<file path="src/rtl/uart_ex_pkg.sv">
// rtl/uart_ex_pkg.sv - shared state encodings and parity helper for uart_ex
package uart_ex_pkg;

    typedef enum logic [2:0] {
        RX_IDLE,
        RX_START,
        RX_DATA,
        RX_PARITY,
        RX_STOP,
        RX_WAIT_HIGH
    } rx_state_t;

    typedef enum logic [2:0] {
        TX_IDLE,
        TX_START,
        TX_DATA,
        TX_PARITY,
        TX_STOP
    } tx_state_t;

    localparam int PAR_NONE = 0;
    localparam int PAR_ODD  = 1;
    localparam int PAR_EVEN = 2;

    // Parity bit to put on (or expect from) the line, given the XOR of the data bits.
    function automatic logic parity_bit(input logic data_xor, input int parity);
        return data_xor ^ (parity == PAR_ODD);
    endfunction

endpackage

</file>
<file path="src/rtl/uart_ex_tick.sv">
// rtl/uart_ex_tick.sv - oversampling tick divider, reloaded at each frame start
module uart_ex_tick #(
    parameter int DIV_W = 16
) (
    input  logic             clk,
    input  logic             rst,
    input  logic             load,
    input  logic             en,
    input  logic [DIV_W-1:0] div,
    output logic             tick
);

    logic [DIV_W-1:0] div_m1;
    logic [DIV_W-1:0] period_m1;
    logic [DIV_W-1:0] cnt;

    // A divisor of 0 behaves as 1, i.e. a tick every cycle.
    assign div_m1 = (div == '0) ? '0 : div - DIV_W'(1);
    assign tick   = en && (cnt == '0);

    always_ff @(posedge clk) begin
        if (rst) begin
            period_m1 <= '0;
            cnt       <= '0;
        end else if (load) begin
            period_m1 <= div_m1;
            cnt       <= div_m1;
        end else if (en) begin
            cnt <= (cnt == '0) ? period_m1 : cnt - DIV_W'(1);
        end
    end

endmodule

</file>
<file path="src/rtl/uart_ex.sv">
// rtl/uart_ex.sv - parametrised full-duplex UART with majority-vote receiver
module uart_ex
    import uart_ex_pkg::*;
#(
    parameter int DATA_W     = 8,
    parameter int PARITY     = 0,
    parameter int STOP_BITS  = 1,
    parameter int OVERSAMPLE = 16,
    parameter int DIV_W      = 16
) (
    input  logic              clk,
    input  logic              rst,
    input  logic [DIV_W-1:0]  baud_div,
    input  logic              rx,
    output logic              tx,
    input  logic              tx_valid,
    output logic              tx_ready,
    input  logic [DATA_W-1:0] tx_data,
    output logic              rx_valid,
    output logic [DATA_W-1:0] rx_data,
    output logic              rx_parity_err,
    output logic              rx_frame_err,
    output logic              is_receiving,
    output logic              is_transmitting
);

    localparam int TKW = $clog2(2 * OVERSAMPLE);
    localparam int BCW = $clog2(DATA_W);
    localparam logic [TKW-1:0] TK_BIT_END  = TKW'(OVERSAMPLE - 1);
    localparam logic [TKW-1:0] TK_STOP_END = TKW'(STOP_BITS * OVERSAMPLE - 1);
    localparam logic [TKW-1:0] TK_S0       = TKW'(OVERSAMPLE / 2 - 1);
    localparam logic [TKW-1:0] TK_S1       = TKW'(OVERSAMPLE / 2);
    localparam logic [TKW-1:0] TK_S2       = TKW'(OVERSAMPLE / 2 + 1);
    localparam logic [BCW-1:0] BC_LAST     = BCW'(DATA_W - 1);

    // ---------------- transmitter ----------------
    tx_state_t         tx_state, tx_next;
    logic              tx_tick, tx_fire, tx_bit_done, tx_par;
    logic [TKW-1:0]    tx_tk;
    logic [BCW-1:0]    tx_bc;
    logic [DATA_W-1:0] tx_sh;

    assign tx_fire         = tx_valid && tx_ready;
    assign is_transmitting = (tx_state != TX_IDLE);

    uart_ex_tick #(.DIV_W(DIV_W)) u_tx_tick (
        .clk  (clk),
        .rst  (rst),
        .load (tx_fire),
        .en   (is_transmitting),
        .div  (baud_div),
        .tick (tx_tick)
    );

    always_comb begin
        tx_ready    = (tx_state == TX_IDLE);
        tx_bit_done = tx_tick && (tx_tk == ((tx_state == TX_STOP) ? TK_STOP_END : TK_BIT_END));
        tx_next     = tx_state;
        tx          = 1'b1;
        case (tx_state)
            TX_IDLE:   if (tx_valid) tx_next = TX_START;
            TX_START: begin
                tx = 1'b0;
                if (tx_bit_done) tx_next = TX_DATA;
            end
            TX_DATA: begin
                tx = tx_sh[0];
                if (tx_bit_done && tx_bc == BC_LAST)
                    tx_next = (PARITY == PAR_NONE) ? TX_STOP : TX_PARITY;
            end
            TX_PARITY: begin
                tx = tx_par;
                if (tx_bit_done) tx_next = TX_STOP;
            end
            TX_STOP:   if (tx_bit_done) tx_next = TX_IDLE;
            default:   tx_next = TX_IDLE;
        endcase
    end

    always_ff @(posedge clk) begin
        if (rst) begin
            tx_state <= TX_IDLE;
            tx_tk    <= '0;
            tx_bc    <= '0;
            tx_sh    <= '0;
            tx_par   <= 1'b0;
        end else begin
            tx_state <= tx_next;
            if (tx_fire) begin
                tx_sh  <= tx_data;
                tx_par <= parity_bit(^tx_data, PARITY);
                tx_tk  <= '0;
                tx_bc  <= '0;
            end else if (tx_bit_done) begin
                tx_tk <= '0;
                if (tx_state == TX_DATA) begin
                    tx_sh <= tx_sh >> 1;
                    tx_bc <= tx_bc + BCW'(1);
                end
            end else if (tx_tick) begin
                tx_tk <= tx_tk + TKW'(1);
            end
        end
    end

    // ---------------- receiver ----------------
    logic rx_m, rx_s;

    always_ff @(posedge clk) begin
        if (rst) begin
            rx_m <= 1'b1;
            rx_s <= 1'b1;
        end else begin
            rx_m <= rx;
            rx_s <= rx_m;
        end
    end

    rx_state_t         rx_state, rx_next;
    logic              rx_tick, rx_bit_done, rx_sample, rx_decide, rx_vote, rx_par_bit;
    logic [1:0]        rx_votes;
    logic [TKW-1:0]    rx_tk;
    logic [BCW-1:0]    rx_bc;
    logic [DATA_W-1:0] rx_sh;

    assign is_receiving = (rx_state != RX_IDLE);

    uart_ex_tick #(.DIV_W(DIV_W)) u_rx_tick (
        .clk  (clk),
        .rst  (rst),
        .load ((rx_state == RX_IDLE) && !rx_s),
        .en   (is_receiving),
        .div  (baud_div),
        .tick (rx_tick)
    );

    // Two earlier samples are accumulated in rx_votes; the third is rx_s at the decide tick.
    always_comb begin
        rx_bit_done = rx_tick && (rx_tk == TK_BIT_END);
        rx_sample   = rx_tick && (rx_tk == TK_S0 || rx_tk == TK_S1 || rx_tk == TK_S2);
        rx_decide   = rx_tick && (rx_tk == TK_S2);
        rx_vote     = (rx_votes == 2'd2) || (rx_votes == 2'd1 && rx_s);
        rx_next     = rx_state;
        case (rx_state)
            RX_IDLE:      if (!rx_s) rx_next = RX_START;
            RX_START: begin
                if (rx_decide && rx_vote) rx_next = RX_IDLE;
                else if (rx_bit_done)     rx_next = RX_DATA;
            end
            RX_DATA: begin
                if (rx_bit_done && rx_bc == BC_LAST)
                    rx_next = (PARITY == PAR_NONE) ? RX_STOP : RX_PARITY;
            end
            RX_PARITY:    if (rx_bit_done) rx_next = RX_STOP;
            RX_STOP:      if (rx_decide) rx_next = rx_vote ? RX_IDLE : RX_WAIT_HIGH;
            RX_WAIT_HIGH: if (rx_s) rx_next = RX_IDLE;
            default:      rx_next = RX_IDLE;
        endcase
    end

    always_ff @(posedge clk) begin
        if (rst) begin
            rx_state      <= RX_IDLE;
            rx_tk         <= '0;
            rx_bc         <= '0;
            rx_sh         <= '0;
            rx_votes      <= '0;
            rx_par_bit    <= 1'b0;
            rx_valid      <= 1'b0;
            rx_data       <= '0;
            rx_parity_err <= 1'b0;
            rx_frame_err  <= 1'b0;
        end else begin
            rx_state <= rx_next;
            rx_valid <= 1'b0;
            if (rx_state == RX_IDLE) begin
                rx_tk    <= '0;
                rx_bc    <= '0;
                rx_votes <= '0;
            end else if (rx_tick) begin
                rx_tk <= rx_bit_done ? '0 : rx_tk + TKW'(1);
                if (rx_decide)      rx_votes <= '0;
                else if (rx_sample) rx_votes <= rx_votes + {1'b0, rx_s};
                if (rx_bit_done && rx_state == RX_DATA) rx_bc <= rx_bc + BCW'(1);
                if (rx_decide) begin
                    case (rx_state)
                        RX_DATA:   rx_sh <= {rx_vote, rx_sh[DATA_W-1:1]};
                        RX_PARITY: rx_par_bit <= rx_vote;
                        RX_STOP: begin
                            rx_valid      <= 1'b1;
                            rx_data       <= rx_sh;
                            rx_frame_err  <= !rx_vote;
                            rx_parity_err <= (PARITY != PAR_NONE) &&
                                             (rx_par_bit != parity_bit(^rx_sh, PARITY));
                        end
                        default: ;
                    endcase
                end
            end
        end
    end

endmodule

</file>
<file path="config.mk">
export PLATFORM = sky130hd
export DESIGN_NAME = uart_ex
export DESIGN_NICKNAME = d
export VERILOG_FILES = /design/src/rtl/uart_ex_pkg.sv /design/src/rtl/uart_ex_tick.sv /design/src/rtl/uart_ex.sv
export SDC_FILE = /design/constraint.sdc
export NUM_CORES = 1
export LEC_CHECK = 0
export BUFFER_PORTS_ARGS = -buffer_cell sky130_fd_sc_hd__buf_2
export CAP_MARGIN = 5
export CORE_MARGIN = 2
export CORE_UTILIZATION = 35
export CTS_CLUSTER_SIZE = 20
export DETAILED_ROUTE_END_ITERATION = 16
export PLACE_DENSITY = 0.54
export SYNTH_ARGS = -nofsm -noshare
export SYNTH_HDL_FRONTEND = slang
export SYNTH_SLANG_ARGS = --single-unit
</file>
<file path="constraint.sdc">
create_clock -name clk -period 6.1 [get_ports clk]
set_input_delay 0.305 -clock clk [delete_from_list [all_inputs] [get_ports clk]]
set_output_delay 0.305 -clock clk [all_outputs]
set_load 0.01 [all_outputs]
</file>
## Word-level counts from Yosys, hierarchy flattened

Index checks and enable logic that the tools add are counted.

- Multiply operators: 0
- Reduce and logical (&&, ||, !) cells: 43
- Muxes and demuxes: 30
- $add $sub $neg: 8
- Eq/ne operators: 29
- Shift operators: 0
- Bitwise operators: 3
- Magnitude comparators: 0
- Div/mod/pow operators: 0

Operators by type and width:

| operator | number |
|---|---|
| two-way mux 16 bit | 7 |
| zero test 16 bit | 3 |
| subtractor 16 x 1 -> 16 bit (second input constant) | 3 |
| two-way mux 3 bit | 13 |
| two-way mux 8 bit | 3 |
| == test 5 x 4 -> 1 bit (second input constant) | 4 |
| inequality test 2 bit (second input constant) | 10 |
| one-hot mux 3 bit (6 select lines) | 1 |
| == test 3 bit (second input constant) | 5 |
| one-hot mux 3 bit (5 select lines) | 1 |
| logical AND 1 bit | 13 |
| == test 3 x 2 -> 1 bit (second input constant) | 4 |
| adder 5 x 1 -> 5 bit (second input constant) | 2 |
| nonzero test 2 bit | 5 |
| AND reduction 2 bit | 4 |
| AND reduction 4 bit | 2 |
| XOR reduction 8 bit | 1 |
| adder 3 x 1 -> 3 bit (second input constant) | 2 |
| == test 3 x 1 -> 1 bit (second input constant) | 2 |
| zero test 3 bit | 2 |
| AND reduction 6 bit | 1 |
| nonzero test 3 bit | 2 |
| == test 5 x 3 -> 1 bit (second input constant) | 1 |
| two-way mux 5 bit | 1 |
| other kinds (14) | 21 |

- Bits in writable memories: 0
- Memories kept: 0
- Input port bits: 28
- Register bits: 117
- Bits in latches: 0
- Memory bits (read-only): 0

## Logic depth before layout (Yosys ltp)

- Word-level depth: 6
- Gate-level depth with buffers: 10
- Mapped depth without buffers: 8

## Cells and area by module

From an unflattened synthesis, not the netlist that was laid out.

- Cell total of the unflattened synthesis: 800
- Area total of the unflattened synthesis: 6693.9 µm²

By module, submodules not included:

| module | seq. area each (µm²) | area each (µm²) | cells an instance | instances |
|---|---|---|---|---|
| uart_ex | 1061.0 | 2419.8 | 266 | 1 |
| uart_ex_tick (u_tx_tick) | 640.6 | 2143.3 | 270 | 1 |
| uart_ex_tick (u_rx_tick) | 640.6 | 2130.8 | 264 | 1 |

## Worst setup path after synthesis

Ideal clock, no wire load.

- Path type: reg2reg
- Start point: reg u_tx_tick.cnt[7]
- End point: reg tx_sh[1]
- Cell stages (with the launch flop): 9
- Library setup time: 86 ps
- Clock period less this slack: 2451 ps
- Slack: 3649 ps
- Data arrival time: 2366 ps
- Path through: dfxtp_1 > or4_1 > buf_2 > nor3_4 > nand3_4 > or4b_4 > buf_6 > mux2i_1 > a211oi_1

- Word-level cells in the longest chain between the ends: 5

RTL lines:

| item | RTL line | text |
|---|---|---|
| from (decl) | uart_ex_tick.sv:15 | `logic [DIV_W-1:0] cnt;` |
| from (signal assigned) | uart_ex_tick.sv:27 | `cnt <= div_m1;` |
| from (signal assigned) | uart_ex_tick.sv:29 | `cnt <= (cnt == '0) ? period_m1 : cnt - DIV_W'(1);` |
| zero test 16 bit | uart_ex_tick.sv:19 | `assign tick = en && (cnt == '0);` |
| logical AND 1 bit | uart_ex_tick.sv:19 |  |
| logical AND 1 bit | uart_ex.sv:57 | `tx_bit_done = tx_tick && (tx_tk == ((tx_state == TX_STOP) ? TK_STOP_END : TK_BIT_END));` |
| nonzero test 2 bit (no line) | -- |  |
| AND reduction 2 bit (no line) | -- |  |
| to (signal assigned) | uart_ex.sv:90 | `tx_sh <= tx_data;` |
| to (signal assigned) | uart_ex.sv:97 | `tx_sh <= tx_sh >> 1;` |
| to (decl) | uart_ex.sv:41 | `logic [DATA_W-1:0] tx_sh;` |

No other way between the ends.
A chain may end at the register's enable or synchronous reset.

## Worst setup path after layout

- Start point: reg rx_state[1]
- End point: reg rx_state[0]

- Word-level cells in the longest chain between the ends: 6
- Elaborated cells between the ends (all ways): 21
- Those cells by class: eq/ne: 11; mux: 2; reduce/logical: 8

RTL lines:

| item | RTL line | text |
|---|---|---|
| from (decl) | uart_ex.sv:119 | `rx_state_t rx_state, rx_next;` |
| from (signal assigned) | uart_ex.sv:174 | `rx_state <= rx_next;` |
| nonzero test 3 bit | uart_ex.sv:126 | `assign is_receiving = (rx_state != RX_IDLE);` |
| logical AND 1 bit | uart_ex_tick.sv:19 |  |
| logical AND 1 bit (on tied branches) | uart_ex.sv:141, uart_ex.sv:139 |  |
| logical AND 1 bit (on tied branches) | uart_ex.sv:147, uart_ex.sv:151 |  |
| inequality test 3 bit (no line), or another cell as far along | -- |  |
| AND reduction 6 bit (no line) or one-hot mux 3 bit (6 select lines) (tied branches) | -- |  |

Several ways; a longest one is shown, not always the timed one.

==> results.md <==
- Area of the die: 0.01894 mm²
- Cts repair resizes: 0
- DRC: 0
- Avg Vias per Cell: 5.305
- Vias in the first global route: 4936
- Mapped Nets: 815
- Final hold slack: 0.1004 ns
- Largest area contributor in the netlist: dfxtp_1
- Initial antenna violation count: 0
- HP Start: rx
- Slowest CP cell: or4_1
- Slew at the pin closest to its max-slew limit: 1.073 ns
- Unrepaired setup endpoints after global routing: no
- CP Max Fanout: 18
- Crit path kind: reg2reg
- Switching power of the nets: 1.076 mW
- CP Buf/Inv Count: 2
- Sequential area share after synthesis: 0.3748
- # IOs: 43
- H-Tree Depth: 4
- Die extent in x: 137.6 µm
- Syn-to-layout area delta: 14.06%
- HP Class: in2reg
- CP arrival: 3.13 ns
- Area share of the largest cell type after synthesis: 0.3748
- N_diodes: 0
- Endpoint, Worst Hold: rx_m
- Clk_skew: 0.007517 ns
- Leak pwr: 2.679 nW
- WL/cell: 15.46 µm
- Pwr/cell area: 407.3 mW/mm²
- Peak VDD IR: 0.0002341 V
- Critical-path cell list: nor3_2 > buf_4 > inv_1 > nand2b_1 > or4_1 > a221oi_2 > nand2_1 > mux2_1
- GRT Util Overall: 0.1755
- Combinational power share: 0.353
- Total chip power: 2.903 mW
- # rows: 48
- Ys async rst share: 0
- Reg2reg end: rx_state[0]
- IO buf count: 41
- Worst Hold Depth: 2
- Warnings, synthesis: 0
- DP Cell Count: 999
- DP HPWL: 10770 µm
- Yosys reg bits: 117
- Switching share of power: 0.3707
- Minimum clock period: 2.834 ns
- Initial DRC Count: 465
- Status: completed
- First-pass GRT wire length: 25810 µm
- Post-place instance area: 0.006604 mm²
- GRT overflow: 0
- RR Startpoint: rx_state[1]
- Fin. Hold Viols: 0
- Area of the multi-input gates: 0.003649 mm²
- Worst setup path startpoint: rx_state[1]
- CTS hold repair buffers: 0
- Max cap viols: 0
- Synthesized instance count: 771
- Synth Cell Area: 0.006248 mm²
- Detail Route Antenna Nets: 0
- Max incr delay on CP: 0.52 ns
- CTS Root Cell: clkbuf_16
- CTS tree: done
- Endpoints failing setup: 0
- CP Launch Type: register
- WL final: 15890 µm
- Final std cells w/o fill: 1028
- Period utilisation layout: 0.4646
- Synth unique cells: 62
- Via count: 5454
- Number of stages on the worst setup path: 8
- Die Y: 137.6 µm
- Initial Utilization: 0.3600
- Post-synth top cells: dfxtp_1, nand2_1, nor2_1
- Mean area per synthesized cell: 8.104 µm²
- Nets@finish: 837
- Internal: 1.827 mW
- Clock Sinks: 117
- Floorplan Core Area: 0.01736 mm²
- Global placement routability congestion: 0.8754
- R2R cell count: 8
- Clk buf depth: 2
- Clk pin slew, worst setup/hold paths: 0.05 ns
- Clock power frac: 0.312
- Cts bufs inserted: 17
- Setup TNS: 0 ns
- Reg-to-reg setup timing slack: 3.27 ns
- Main synth FF type: dfxtp_1
- Most numerous cell in the Yosys netlist: dfxtp_1
- Insertion delay to the later sink of the worst-skew pair: 0.41 ns
- Worst relative slew slack: 0.2822
- Drt first pass iters: 5
- Share of power burned in registers: 0.335
- Pin count of the biggest net entering global routing: 64
- Register area: 0.002342 mm²
- Buffer count from post-CTS setup fixing: 0
- Share of layout cells above drive strength 1: 0.1308
- Layout fillers: 1735
- Slew Limit Fails: 0
- Achievable Freq: 352.9 MHz
- Worst EP required: 6.40 ns
- Final instance area: 0.007127 mm²
- Post-synth EDFFs: 0
- Delay-heaviest family, CP: simple AND/OR/NAND/NOR gates
- Setup crit end kind: register
- Top post-synthesis cells by area: dfxtp_1, a21oi_1, nand2_1
## layout make-up
class | instances | share of cell area
repair buffers | 49 | 0.03757
multi-input cells | 591 | 0.5119
clock inverters | 6 | 0.007725
well taps | 225 | 0.03950
inverters | 17 | 0.008954
flip-flops and latches | 117 | 0.3287
clock buffers | 23 | 0.06566
## state kept, by name, summed over array words and instances (netlist names), 2 cells and up
register,count
rx_votes,2
tx_sh,8
rx_bc,3
tx_tk,5
rx_sh,8
u_rx_tick.cnt,16
u_tx_tick.period_m1,16
rx_data,8
tx_state,3
u_rx_tick.period_m1,16
u_tx_tick.cnt,16
tx_bc,3
rx_state,3
rx_tk,5
## cell usage in the layout, fill, tap and decap left out, types with 9 or more instances in the layout
master,count
nand3_1,21
mux2_2,10
a21oi_1,77
o21ai_0,23
inv_1,17
mux2i_1,26
nor4_1,12
xor2_1,16
buf_4,9
nor2_1,82
ha_1,16
buf_2,40
clkbuf_16,17
dfxtp_1,117
nand2_1,94
xnor2_1,23
nor3_1,31
a211oi_1,35
or3_1,13
## worst max path at each step
stage,to,slack (ns)
floorplan,tx_sh[1],3.65
global placement,u_tx_tick.cnt[13],3.20
detailed placement,u_tx_tick.cnt[13],3.16
CTS,rx_sh[6],3.32
global route,rx_sh[1],3.00
finish,rx_state[0],3.27
## cell families after synthesis
logic type | after synthesis | synth area share
adders and majority gates | 16 | 0.03204
muxes | 37 | 0.06147
DFF | 117 | 0.3749
AOI/OAI and AO/OA | 181 | 0.1818
other | 1 | 0.0006001
buffers and inverters | 63 | 0.04285
xor gates and xnor gates | 39 | 0.05466
and+or+nand+nor | 317 | 0.2517
## power groups by stage
stage	clock network, mW	registers, mW	logic [mW]
finish	0.905	0.972	1.03
global route	0.955	0.990	1.13
CTS	0.926	0.969	1.02
detailed placement	0	0.984	1.01
global placement	0	0.986	1.01
floorplan	0	0.945	0.815
## metal layers
layer  part of all wire  global-route usage
met1               0.51              0.2480
met4              0.017             0.07274
met5                  0                   0
met3              0.031             0.02943
met2               0.45              0.2634
## through the flow
step           worst slack (ns)    util
3_5_place_dp              3.163  0.3805
3_3_place_gp              3.200  0.3805
2_1_floorplan             3.649       -
6_report                  3.266  0.4106
4_1_cts                   3.318  0.4106
5_1_grt                   3.000  0.4106
(Power assumes the default switching activity.)
